[src/rtl/piece_scheduler_if.sv]
// Signals between the piece scheduler, the LFSR piece generator and the game controller.
// The master side is the scheduler; the slave side is the generator/game/display.
interface piece_scheduler_if #(
    parameter int PREVIEW_DEPTH = 3
);
    logic [2:0]                 rng_value;
    logic                       rng_step;
    logic                       freeze;
    logic                       piece_req;
    logic                       piece_valid;
    logic [2:0]                 piece_id;
    logic [3*PREVIEW_DEPTH-1:0] preview_ids;
    logic [2:0]                 preview_count;
    logic [6:0]                 bag_mask;

    modport master (
        input  rng_value, freeze, piece_req,
        output rng_step, piece_valid, piece_id, preview_ids, preview_count, bag_mask
    );

    modport slave (
        output rng_value, freeze, piece_req,
        input  rng_step, piece_valid, piece_id, preview_ids, preview_count, bag_mask
    );
endinterface

[src/rtl/piece_scheduler.sv]
// 7-bag piece scheduler: draws LFSR values, rejects pieces already dealt in the bag,
// and queues accepted pieces in a small preview FIFO popped by the game.
module piece_scheduler #(
    parameter int PREVIEW_DEPTH = 3,
    parameter int MAX_RETRY     = 8
) (
    input logic               clk,
    input logic               reset,
    piece_scheduler_if.master bus
);
    localparam int RW = $clog2(MAX_RETRY + 1);

    typedef enum logic [1:0] {IDLE, STEP, SAMPLE, FALLBACK} state_t;

    state_t                        state;
    logic [PREVIEW_DEPTH-1:0][2:0] fifo, fifo_nxt;
    logic [2:0]                    count, count_nxt, count_popped;
    logic [6:0]                    mask, mask_set, mask_nxt;
    logic [7:0]                    mask_ext;
    logic [RW-1:0]                 retry, retry_inc;
    logic                          step;
    logic [2:0]                    cand, lowest, push_val;
    logic                          accept, push, pop;

    // rng_value==0 maps to cand 7, which hits the always-set guard bit and rejects.
    assign mask_ext  = {1'b1, mask};
    assign cand      = bus.rng_value - 3'd1;
    assign accept    = (bus.rng_value != 3'd0) && !mask_ext[cand];
    assign retry_inc = retry + 1'b1;
    assign pop       = bus.piece_req && (count != 3'd0);
    assign push      = ((state == SAMPLE) && accept) || (state == FALLBACK);

    always_comb begin
        lowest = 3'd0;
        for (int p = 6; p >= 0; p--)
            if (!mask[p]) lowest = 3'(p);
    end

    assign push_val = (state == FALLBACK) ? lowest : cand;
    assign mask_set = mask | (7'd1 << push_val);
    assign mask_nxt = !push ? mask : ((mask_set == 7'h7F) ? 7'h00 : mask_set);

    // Pop shifts toward entry 0 first, so a simultaneous push lands at the new tail.
    always_comb begin
        fifo_nxt     = fifo;
        count_popped = count - {2'b00, pop};
        if (pop) begin
            for (int k = 0; k < PREVIEW_DEPTH - 1; k++)
                fifo_nxt[k] = fifo[k+1];
            fifo_nxt[PREVIEW_DEPTH-1] = 3'd0;
        end
        if (push)
            for (int k = 0; k < PREVIEW_DEPTH; k++)
                if (count_popped == 3'(k)) fifo_nxt[k] = push_val;
        count_nxt = count_popped + {2'b00, push};
    end

    always_ff @(posedge clk or negedge reset) begin
        if (!reset) begin
            state <= IDLE;
            step  <= 1'b0;
            retry <= '0;
            fifo  <= '0;
            count <= 3'd0;
            mask  <= 7'd0;
        end else begin
            fifo  <= fifo_nxt;
            count <= count_nxt;
            mask  <= mask_nxt;
            case (state)
                IDLE: begin
                    if ((count < 3'(PREVIEW_DEPTH)) && !bus.freeze) begin
                        state <= STEP;
                        step  <= 1'b1;
                    end
                end
                STEP: begin
                    step  <= 1'b0;
                    state <= SAMPLE;
                end
                SAMPLE: begin
                    if (accept) begin
                        retry <= '0;
                        state <= IDLE;
                    end else begin
                        retry <= retry_inc;
                        if (retry_inc == RW'(MAX_RETRY)) begin
                            state <= FALLBACK;
                        end else begin
                            state <= STEP;
                            step  <= 1'b1;
                        end
                    end
                end
                FALLBACK: begin
                    retry <= '0;
                    state <= IDLE;
                end
                default: state <= IDLE;
            endcase
        end
    end

    assign bus.rng_step      = step;
    assign bus.piece_valid   = (count != 3'd0);
    assign bus.piece_id      = fifo[0];
    assign bus.preview_ids   = fifo;
    assign bus.preview_count = count;
    assign bus.bag_mask      = mask;
endmodule
[src/flat_wrapper.sv]
// flat-port wrapper written by rule: the top's interface ports become plain ports
module piece_scheduler_flat 
#(
    parameter int PREVIEW_DEPTH = 3,
    parameter int MAX_RETRY     = 8
)
  (clk, reset, bus_rng_value, bus_freeze, bus_piece_req, bus_rng_step, bus_piece_valid, bus_piece_id, bus_preview_ids, bus_preview_count, bus_bag_mask);
  piece_scheduler_if #(.PREVIEW_DEPTH(PREVIEW_DEPTH)) bus_i ();
  input logic clk;
  input logic reset;
  input wire logic [$bits(bus_i.rng_value)-1:0] bus_rng_value;
  input wire logic [$bits(bus_i.freeze)-1:0] bus_freeze;
  input wire logic [$bits(bus_i.piece_req)-1:0] bus_piece_req;
  output wire logic [$bits(bus_i.rng_step)-1:0] bus_rng_step;
  output wire logic [$bits(bus_i.piece_valid)-1:0] bus_piece_valid;
  output wire logic [$bits(bus_i.piece_id)-1:0] bus_piece_id;
  output wire logic [$bits(bus_i.preview_ids)-1:0] bus_preview_ids;
  output wire logic [$bits(bus_i.preview_count)-1:0] bus_preview_count;
  output wire logic [$bits(bus_i.bag_mask)-1:0] bus_bag_mask;
  assign bus_i.rng_value = bus_rng_value;
  assign bus_i.freeze = bus_freeze;
  assign bus_i.piece_req = bus_piece_req;
  assign bus_rng_step = bus_i.rng_step;
  assign bus_piece_valid = bus_i.piece_valid;
  assign bus_piece_id = bus_i.piece_id;
  assign bus_preview_ids = bus_i.preview_ids;
  assign bus_preview_count = bus_i.preview_count;
  assign bus_bag_mask = bus_i.bag_mask;
  piece_scheduler #(.PREVIEW_DEPTH(PREVIEW_DEPTH), .MAX_RETRY(MAX_RETRY)) u_core (.clk(clk), .reset(reset), .bus(bus_i));
endmodule
[config.mk]
export PLATFORM = sky130hd
export DESIGN_NAME = piece_scheduler_flat
export DESIGN_NICKNAME = d
export VERILOG_FILES = /design/src/rtl/piece_scheduler_if.sv /design/src/rtl/piece_scheduler.sv /design/src/flat_wrapper.sv
export SDC_FILE = /design/constraint.sdc
export NUM_CORES = 1
export LEC_CHECK = 0
export ABC_AREA = 1
export BUFFER_PORTS_ARGS = -buffer_cell sky130_fd_sc_hd__buf_2
export CORE_MARGIN = 3
export CORE_UTILIZATION = 50
export DETAILED_ROUTE_END_ITERATION = 16
export GPL_TIMING_DRIVEN = 1
export PLACE_DENSITY_LB_ADDON = 0.1
export SLEW_MARGIN = 20
export SYNTH_ARGS = -nofsm -noshare
export SYNTH_HDL_FRONTEND = slang
export SYNTH_SLANG_ARGS = --single-unit
[constraint.sdc]
create_clock -name clk -period 2.1 [get_ports clk]
set_input_delay 0.105 -clock clk [delete_from_list [all_inputs] [get_ports clk]]
set_output_delay 0.105 -clock clk [all_outputs]
set_load 0.05 [all_outputs]
==> results.tsv, run 1 <==
stage	metric	value	unit
yosys	synthFlopType	dfrtp_1	
finish	layout.area.seq	654	um2
critical_path	critPathKind	reg2reg	
floorplanning	dieArea	4040	um2
floorplanning	start_util	0.534	
clocking	clkSinkCount	26	
clocking	cts_root_buf	clkbuf_4	
route	drt-initial-drc-count	82	
route	drtPass1Iterations	4	
yosys	syn_avg_cell_area	7.54	um2
finish	area_growth	20.4	%
critical_path	cp.arrival	2.19	ns
yosys	synth-seq-area-share	0.392	
floorplanning	fp.dieH	63.6	um
yosys	synth_cell_types	27	
clocking	clockBufferDepth	2	
floorplanning	coreArea	3100	um2
route	wire_per_inst	12.4	um
global_routing	grt.overflow.total	0	
yosys	synth_async_sr_flop_share	1.00	
finish	fin_cells	299	
route	viasPerCell	4.97	
global_routing	grt_pass1_vias	1401	
sta	finalCritPeriodShare	0.932	
finish	nets	271	
clocking	clk_latency	0.33	ns
sta	fin_ws	0.143	ns
floorplanning	pin_count	31	
finish	multi_input_area	933	um2
pwr	p_sw_frac	0.585	
yosys	synth_cells	220	
yosys	ys_seq_elements	26	
pwr	p_int	1420	uW
pwr	power_frac_clock	0.076	
route	drt_wl_total	3720	um
pwr	peakVddDrop	0.000743	V
yosys	syn-num-nets	235	
clocking	cts_buffers	3	
yosys	yosysMostFrequentCell	nand2_1	
finish	fillerInstances	291	
floorplanning	rows	20	
sta	rsz0062_at_grt	false	
critical_path	cp_max_fo	7	
finish	fin_util	0.643	
worst_hold_path	hold_class	in2reg	
sta	finalSetupViolCount	0	
sta	min_period	1.96	ns
critical_path	worstSetupEndpointType	register	
pwr	leakage	0.00104	uW
pwr	power_density	1720	nW/um2
critical_path	cp.required	2.33	ns
sta	finalClockSkew	0.00340	ns
place	place_ws	0.00868	ns
critical_path	worstSetupStartpointType	register	
global_routing	antenna_found_initial	0	
yosys	synth_common_cells	nand2_1 (59), inv_1 (31), dfrtp_1 (26)	
pwr	finalPower	3430	uW
place	portBuffers	30	
finish	diodes	0	
sta	finalHoldViolCount	0	
route	drtAntennaViolNets	0	
pwr	seq_power_share	0.280	
place	hpwlAfterDp	2830	um
sta	worstMarginPinSlew	0.605	ns
place	gp_congestion	0.871	
yosys	syn-cell-area	1660	um2
clocking	cts_tree	yes	
clocking	cts.clk_slew.worst_paths	0.14	ns
sta	whs	0.129	ns
pwr	combPwrFrac	0.643	
pwr	p_switching	2010	uW
route	via_count	1486	
global_routing	grt_max_degree	27	
sta	max_freq	511	MHz
floorplanning	die_w	63.6	um
yosys	yosys.area.top_type	dfrtp_1	
yosys	synth_area_leaders	dfrtp_1 (39%), nand2_1 (13%), inv_1 (7.0%), ha_1 (6.0%), o21ai_0 (4.5%)	
run_status	status	completed	
place	dp_cells	292	
yosys	synth.yosys.warnings	0	
sta	slew_viol_final	0	
sta	relSlewSlack	0.597	
route	drc	0	
clocking	htree_levels	1	
flow_run	maxCapViolations	0	
global_routing	grt_pass1_wl	6420	um
yosys	netlist.area_leader.share	0.392	
finish	layout-drive-gt1-share	0.286	
yosys	synth_edf_count	0	
global_routing	track_usage	0.200	
-- metal layers --
layer,share of wire,global-route usage,wire [um],vias to the layer above
li1,-,-,-,764
met1,0.47,0.259,1760,680
met2,0.48,0.342,1790,33
met3,0.030,0.0285,111,9
met4,0.016,0.0674,58,0
met5,0,0,0,-
-- state kept, by name (all words and copies together), names as in the netlist --
| name | cells |
|---|---|
| u_core.retry | 4 |
| u_core.bus.piece_id | 3 |
| u_core.bus.bag_mask | 7 |
| u_core.bus.preview_ids | 6 |
| u_core.bus.preview_count | 3 |
| u_core.state | 2 |
| u_core.bus.rng_step | 1 |
-- kinds of logic after synthesis --
logic type,synth area share
adder cells (fa/ha/maj),0.0604
XOR/XNOR,0.0317
flip-flops,0.392
buffers and inverters,0.0943
AND/OR/NAND/NOR,0.303
AO/OA/AOI/OAI,0.118
-- stage by stage --
| stage | instance area, um2 | TNS, ns |
|---|---|---|
| floorplan | 1690 | -0.147 |
| global placement | 1880 | 0 |
| detailed placement | 1880 | 0 |
| CTS | 1930 | 0 |
| global route | 2000 | 0 |
| finish | 2000 | 0 |
-- area by class of cell --
cell class                 count  area share
multi-input combinational    156       0.468
sequential                    26       0.328
timing repair buffer          34      0.0915
inverter                      35      0.0671
tap                           44      0.0276
clock buffer                   4      0.0182
-- critical path, stage by stage (launching register included) --
cell     delay (ns)
dfrtp_2        0.49
inv_2          0.08
nand3_4        0.10
nand2_8        0.08
inv_2          0.07
ha_2           0.19
ha_4           0.17
xor2_4         0.17
nor3_2         0.11
inv_1          0.08
nor2_4         0.15
nand2_1        0.08
o31ai_1        0.08
-- power by group through the flow --
stage               Combinational [uW]  Sequential [uW]  Clock [uW]
floorplan                         1090             1510           0
CTS                               2120              956         271
global route                      2400              998         295
global placement                  2070              961           0
detailed placement                2100              965           0
finish                            2200              961         262
-- cells in the final DEF, fill, tap and decap left out, drive strengths merged, types with 2 or more instances in the layout --
cell type / instances
o21ai: 16
nand2: 67
dfrtp: 26
clkbuf: 4
buf: 33
inv: 34
nor3: 3
nor2: 21
o31ai: 2
xor2: 4
ha: 8
nand3: 17
xnor2: 2
a21oi: 13
-- what timing repair did --
action / in CTS / in global routing
endpoints found under the hold margin: 26 / 0
pin swaps: 0 / 5
setup buffers: 0 / 2
setup endpoints to repair: 1 / 9
hold buffers: 1 / 0
cloned: 0 / 0
gates resized for setup: 1 / 10
-- path summary, 6_finish.rpt --
kind / depth (start not counted) / endpoint / slack [ns] / start
max: 12 / u_core.bus.preview_ids[6] / 0.14 / u_core.bus.preview_count[2]
max reg2reg: 12 / u_core.bus.preview_ids[6] / 0.14 / u_core.bus.preview_count[2]
min in group asynchronous: 2 / u_core.bus.piece_id[2] / 0.33 / reset
min reg2reg: 1 / u_core.bus.rng_step / 0.53 / u_core.bus.rng_step
max in group asynchronous: 2 / u_core.bus.preview_count[0] / 1.35 / reset
min: 4 / u_core.state[0] / 0.13 / bus_freeze
No activity file was read; power rests on OpenSTA's default activity.
==> run 2: changes to the inputs <==
==> constraint.sdc (replaced) <==
create_clock -name clk -period 2.1 [get_ports clk]
set_input_delay 0.42 -clock clk [delete_from_list [all_inputs] [get_ports clk]]
set_output_delay 0.42 -clock clk [all_outputs]
set_load 0.05 [all_outputs]
==> run 2 against run 1 <==
Against the previous run: die area unchanged; sequential cell count stayed put; sequential share of layout area up 0.63 points; final area fell by 1.9%; sequential power decreased by 2%; hold slack got worse by 0.058 ns; clock power is 3% lower; register-to-register slack improved by 0.08 ns; utilization fell by 1.2 points; critical path type unchanged; largest power group unchanged; highest routed layer unchanged.
==> results.tsv, run 2 (synthesis gave the netlist of run 1 again) <==
stage	metric	value	unit	change
sta	finalCritPeriodShare	0.892		-0.0397
sta	finalSetupViolCount	0		unchanged
global_routing	grt_max_degree	27		unchanged
clocking	ctsResizeCount	0		-1
route	via_count	1445		-2.8%
finish	layout.area.seq	654	um2	unchanged
finish	finalInstanceArea	1960	um2	-1.9%
finish	final_cell_mix	nand2_1 (58), buf_2 (30), inv_1 (27)		
finish	diodes	0		unchanged
pwr	leakage	0.00105	uW	+1.1%
sta	finalHoldViolCount	0		unchanged
route	drt-met1-wl	1610	um	-8.6%
place	place_ws	0.00588	ns	-0.00281 ns
route	drt-initial-drc-count	64		-22%
clocking	clk_latency	0.32	ns	about the same
critical_path	cp.arrival	2.11	ns	-0.08 ns
run_status	status	completed		
clocking	cts.clk_slew.worst_paths	0.14	ns	about the same
finish	layout-drive-gt1-share	0.275		-0.0111
route	viasPerCell	4.78		-3.7%
place	gp_congestion	0.854		-1.9%
sta	rsz0062_at_grt	false		
flow_run	maxCapViolations	0		unchanged
sta	slew_viol_final	0		unchanged
sta	relSlewSlack	0.620		+0.0236
place	portBuffers	30		unchanged
route	drtAntennaViolNets	0		unchanged
floorplanning	start_util	0.534		unchanged
clocking	cts_buffers	3		unchanged
global_routing	grt.overflow.total	0		unchanged
finish	largest_reg_flops	7		unchanged
sta	min_period	1.87	ns	-0.0834 ns
global_routing	grt_pass1_wl	6020	um	-6.1%
floorplanning	pin_count	31		unchanged
clocking	clockBufferDepth	2		unchanged
pwr	peakVddDrop	0.000707	V	-4.9%
sta	finalClockSkew	0.00430	ns	+0.000904 ns
clocking	cts_root_buf	clkbuf_4		
critical_path	ff2ff_path_depth	11		-1
critical_path	worstSetupStartpointType	register		
critical_path	cp_max_fo	6		-1
critical_path	cp.required	2.34	ns	about the same
finish	nets	274		+1.1%
clocking	cts_tree	yes		
clocking	htree_levels	1		unchanged
route	met2WireLength	1560	um	-13%
pwr	power_density	1680	nW/um2	-1.9%
clocking	clkSinkCount	26		unchanged
finish	multi_input_area	876	um2	-6.2%
floorplanning	coreArea	3100	um2	unchanged
worst_hold_path	hold_class	in2async		
global_routing	track_usage	0.183		-0.0170
floorplanning	rows	20		unchanged
clocking	post_cts_buffers	0		unchanged
floorplanning	die_w	63.6	um	unchanged
place	post_dp_cell_area	1920	um2	+2.4%
route	wire_per_inst	11.0	um	-12%
route	drc	0		unchanged
floorplanning	dieArea	4040	um2	unchanged
route	drt_wl_total	3310	um	-11%
place	hpwlAfterDp	2620	um	-7.4%
critical_path	critPathKind	reg2reg		
clocking	hold_buffers	0		-1
finish	fillerInstances	314		+7.9%
finish	layout_commonest_cell	nand2_1		
route	drtPass1Iterations	4		unchanged
route	top_layer_used	met4		
critical_path	worstSetupEndpointType	register		
global_routing	grt_pass1_vias	1396		-0.36%
floorplanning	fp.dieH	63.6	um	unchanged
sta	max_freq	534	MHz	+4.5%
finish	area_growth	18.1	%	
global_routing	antenna_found_initial	0		unchanged
sta	fin_ws	0.227	ns	+0.0834 ns
sta	worstMarginPinSlew	0.569	ns	-0.0354 ns
route	wl_met3	125	um	+13%
-- run 2: cell count changes in the layout (fill, tap and decap cells not counted) --
cell | before | now
ha_2 | 1 | 0
ha_1 | 6 | 8
xor2_1 | 3 | 4
ha_4 | 1 | 0
nor3_2 | 3 | 0
nand2_8 | 1 | 0
dlygate4sd3_1 | 1 | 0
nand2_4 | 1 | 2
nor3_1 | 0 | 3
o21ai_0 | 13 | 15
buf_4 | 3 | 7
xor2_4 | 1 | 0
o21ai_1 | 2 | 0
-- run 2: area by class of cell --
type / instances / area share
tap: 44 / 0.0281
sequential: 26 / 0.334
multi-input combinational: 156 / 0.447
timing repair buffer: 37 / 0.104
inverter: 35 / 0.0684
clock buffer: 4 / 0.0185
-- run 2: power by group --
| part | total (uW) | switching [uW] | leakage (uW) | internal [uW] |
|---|---|---|---|---|
| clock | 254 | 148 | 0.0000210 | 106 |
| sequential | 946 | 232 | 0.000324 | 714 |
| combinational | 2100 | 1530 | 0.000703 | 566 |
| total | 3300 | 1910 | 0.00105 | 1390 |
-- run 2: stage by stage --
step	total power [uW]	TNS, ns	cells	hold WS, ns	util
4_1_cts	3330	0	302	0.0842	0.631
3_5_place_dp	3070	0	298	0.452	0.619
2_1_floorplan	2610	-0.147	220	0.124	-
6_report	3300	0	302	0.0714	0.631
5_1_grt	3590	0	302	0.100	0.631
3_3_place_gp	3060	0	298	0.455	0.619
-- run 2: layer usage --
metal / vias up / global-route usage
li1: 772 / -
met1: 643 / 0.248
met2: 28 / 0.302
met3: 2 / 0.0267
met4: 0 / 0.0566
met5: - / 0
-- run 2: worst max-delay path, stage by stage, from the launching register on --
cell and delay [ns]:
dfrtp_2 0.46, inv_2 0.07, nand3_4 0.08, nand2_4 0.07, inv_2 0.03, ha_1 0.17
ha_1 0.18, xor2_1 0.31, nor3_1 0.08, inv_1 0.10, nor2_4 0.05, o31ai_1 0.18
-- run 2: worst paths after layout --
path | startpoint | to | slack (ns)
setup / recovery | u_core.bus.preview_count[2] | u_core.bus.preview_ids[7] | 0.23
hold / removal | reset | u_core.bus.preview_ids[5] | 0.07
setup reg to reg | u_core.bus.preview_count[2] | u_core.bus.preview_ids[7] | 0.23
hold reg to reg | u_core.bus.rng_step | u_core.bus.rng_step | 0.51
max in group asynchronous | reset | u_core.bus.preview_count[0] | 1.62
min in group clk | bus_freeze | u_core.state[0] | 0.44
==> run 3: changes to the inputs <==
CAP_MARGIN = 10   (was not set)
PLACE_DENSITY = 0.78   (was not set)
PLACE_DENSITY_LB_ADDON = not set   (was 0.1)
==> run 3 against run 2 <==
Against the previous run: via count rose by 0.28%; non-clock buffer count fell by 1; cell count shrank 0.33%; maximum frequency is 3.7% lower; first-iteration DRC count shrank 27%; clock skew increased by 0.0014 ns; total power decreased by 0.25%; largest power group unchanged.
==> results.tsv, run 3 (synthesis gave the netlist of run 1 again) <==
stage	metric	value	unit	change
finish	area_growth	17.7	%	
route	via_count	1449		+0.28%
floorplanning	rows	20		unchanged
sta	fin_ws	0.154	ns	-0.0729 ns
sta	max_freq	514	MHz	-3.7%
floorplanning	pin_count	31		unchanged
critical_path	cp_max_fo	7		+1
sta	finalHoldViolCount	0		unchanged
floorplanning	die_w	63.6	um	unchanged
finish	fin_cells	301		-0.33%
clocking	ctsResizeCount	0		unchanged
place	gp_congestion	0.902		+5.6%
global_routing	grt_pass1_vias	1415		+1.4%
global_routing	grt_pass1_wl	6140	um	+2.0%
route	drtAntennaViolNets	0		unchanged
clocking	cts_tree	yes		
floorplanning	start_util	0.534		unchanged
critical_path	critPathKind	reg2reg		
place	place_ws	0.0138	ns	+0.00796 ns
finish	fin_util	0.629		-0.00242
sta	finalCritPeriodShare	0.927		+0.0347
critical_path	rr_endpoint	u_core.bus.preview_ids[7]		
clocking	htree_levels	1		unchanged
finish	fillerInstances	313		-0.32%
critical_path	critPathTopFamily	flip-flops		
sta	slew_viol_final	0		unchanged
critical_path	cp.required	2.33	ns	about the same
clocking	clkSinkCount	26		unchanged
run_status	status	completed		
sta	finalSetupViolCount	0		unchanged
global_routing	track_usage	0.187		+0.00396
sta	rsz0062_at_grt	true		
critical_path	cp.arrival	2.17	ns	+0.06 ns
floorplanning	fp.dieH	63.6	um	unchanged
critical_path	cpMaxStageDelayCell	dfrtp_2		
sta	finalClockSkew	0.00569	ns	+0.00139 ns
pwr	peakVddDrop	0.000739	V	+4.5%
route	drt_wl_total	3390	um	+2.1%
finish	final_cell_mix	nand2_1 (58), buf_2 (30), inv_1 (27)		
place	portBuffers	30		unchanged
finish	largest_reg_flops	7		unchanged
route	wire_per_inst	11.2	um	+2.5%
clocking	clockBufferDepth	2		unchanged
sta	whs	0.0709	ns	-0.000417 ns
sta	worstMarginPinSlew	0.573	ns	+0.00360 ns
sta	min_period	1.95	ns	+0.0729 ns
clocking	cts_root_buf	clkbuf_4		
floorplanning	coreArea	3100	um2	unchanged
critical_path	worstSetupEndpointType	register		
critical_path	startpoint	u_core.bus.preview_count[2]		
sta	finalSetupTns	0	ns	unchanged
pwr	leakage	0.00104	uW	-0.47%
route	drc	0		unchanged
finish	nets	273		-0.36%
global_routing	antenna_found_initial	0		unchanged
finish	layout_commonest_cell	nand2_1		
finish	diodes	0		unchanged
critical_path	cp-endpoint	u_core.bus.preview_ids[7]		
place	dp_cells	297		-0.34%
critical_path	critPathBufInv	3		unchanged
clocking	cts_buffers	3		unchanged
global_routing	grt.overflow.total	0		unchanged
sta	relSlewSlack	0.618		-0.00240
global_routing	grt_max_degree	27		unchanged
flow_run	maxCapViolations	0		unchanged
route	viasPerCell	4.81		+0.61%
critical_path	path_cells	inv_2 -> nand3_4 -> nand2_4 -> inv_2 -> ha_1 -> ha_1 -> xor2_1 -> nor3_1 -> inv_1 -> nor2_4 -> o31ai_1		
critical_path	r2r_start	u_core.bus.preview_count[2]		
clocking	clk_latency	0.32	ns	about the same
critical_path	cpPeakStageDelay	0.46	ns	about the same
route	drtPass1Iterations	4		unchanged
critical_path	worstSetupStartpointType	register		
finish	layout-drive-gt1-share	0.272		-0.00282
pwr	power_density	1690	nW/um2	+0.14%
place	hpwlAfterDp	2670	um	+1.8%
critical_path	cp.depth	11		unchanged
floorplanning	dieArea	4040	um2	unchanged
critical_path	r2r_slack	0.15	ns	-0.07 ns
route	drt-initial-drc-count	47		-27%
critical_path	ff2ff_path_depth	11		unchanged
clocking	cts.clk_slew.worst_paths	0.14	ns	about the same
worst_hold_path	hold_class	in2async		
[run 3: through the flow]
step                power (uW)  cell area [um2]
floorplan                 2610             1690
global placement          3030             1910
detailed placement        3060             1910
CTS                       3320             1950
global route              3580             1950
finish                    3290             1950
[run 3: layout make-up]
class	instances	area, um2	area share
flip-flops and latches	26	654	0.335
multi-input cells	156	876	0.449
well taps	44	55.1	0.0282
clock buffers	4	36.3	0.0186
inverters	35	134	0.0686
repair buffers	36	195	0.100
[run 3: worst reg2reg max path, cell delays in order (launching register included)]
cell and delay, ns:
dfrtp_2 0.46, inv_2 0.07, nand3_4 0.08, nand2_4 0.07
inv_2 0.07, ha_1 0.18, ha_1 0.18, xor2_1 0.30
nor3_1 0.08, inv_1 0.10, nor2_4 0.05, o31ai_1 0.21
[run 3: power breakdown]
| part | total, uW | switching, uW | internal (uW) |
|---|---|---|---|
| Clock | 254 | 148 | 106 |
| Combinational | 2090 | 1530 | 561 |
| Sequential | 944 | 230 | 714 |
| Total | 3290 | 1910 | 1380 |
[run 3: worst min path at each step]
| stage | startpoint | slack (ns) | cells after the start | end |
|---|---|---|---|---|
| detailed placement | reset | 0.45 | 1 | u_core.bus.preview_ids[5] |
| CTS | reset | 0.09 | 1 | u_core.bus.preview_ids[5] |
| floorplan | reset | 0.12 | 0 | u_core.bus.bag_mask[0] |
| finish | reset | 0.07 | 1 | u_core.bus.preview_count[2] |
| global route | reset | 0.1 | 1 | u_core.state[0] |
| global placement | reset | 0.45 | 1 | u_core.bus.preview_ids[5] |
[run 3: layer usage]
layer	global-route usage	vias up	wire length, um	part of all wire
met5	0	-	0	0
met1	0.242	642	1640	0.48
met2	0.322	28	1550	0.46
met3	0.0303	4	164	0.048
li1	-	775	-	-
met4	0.0512	0	34	0.010
[run 3: repair_timing]
item	4_1_cts	5_1_grt
hold buffers	0	0
setup buffers	0	0
endpoints found under the setup margin	0	6
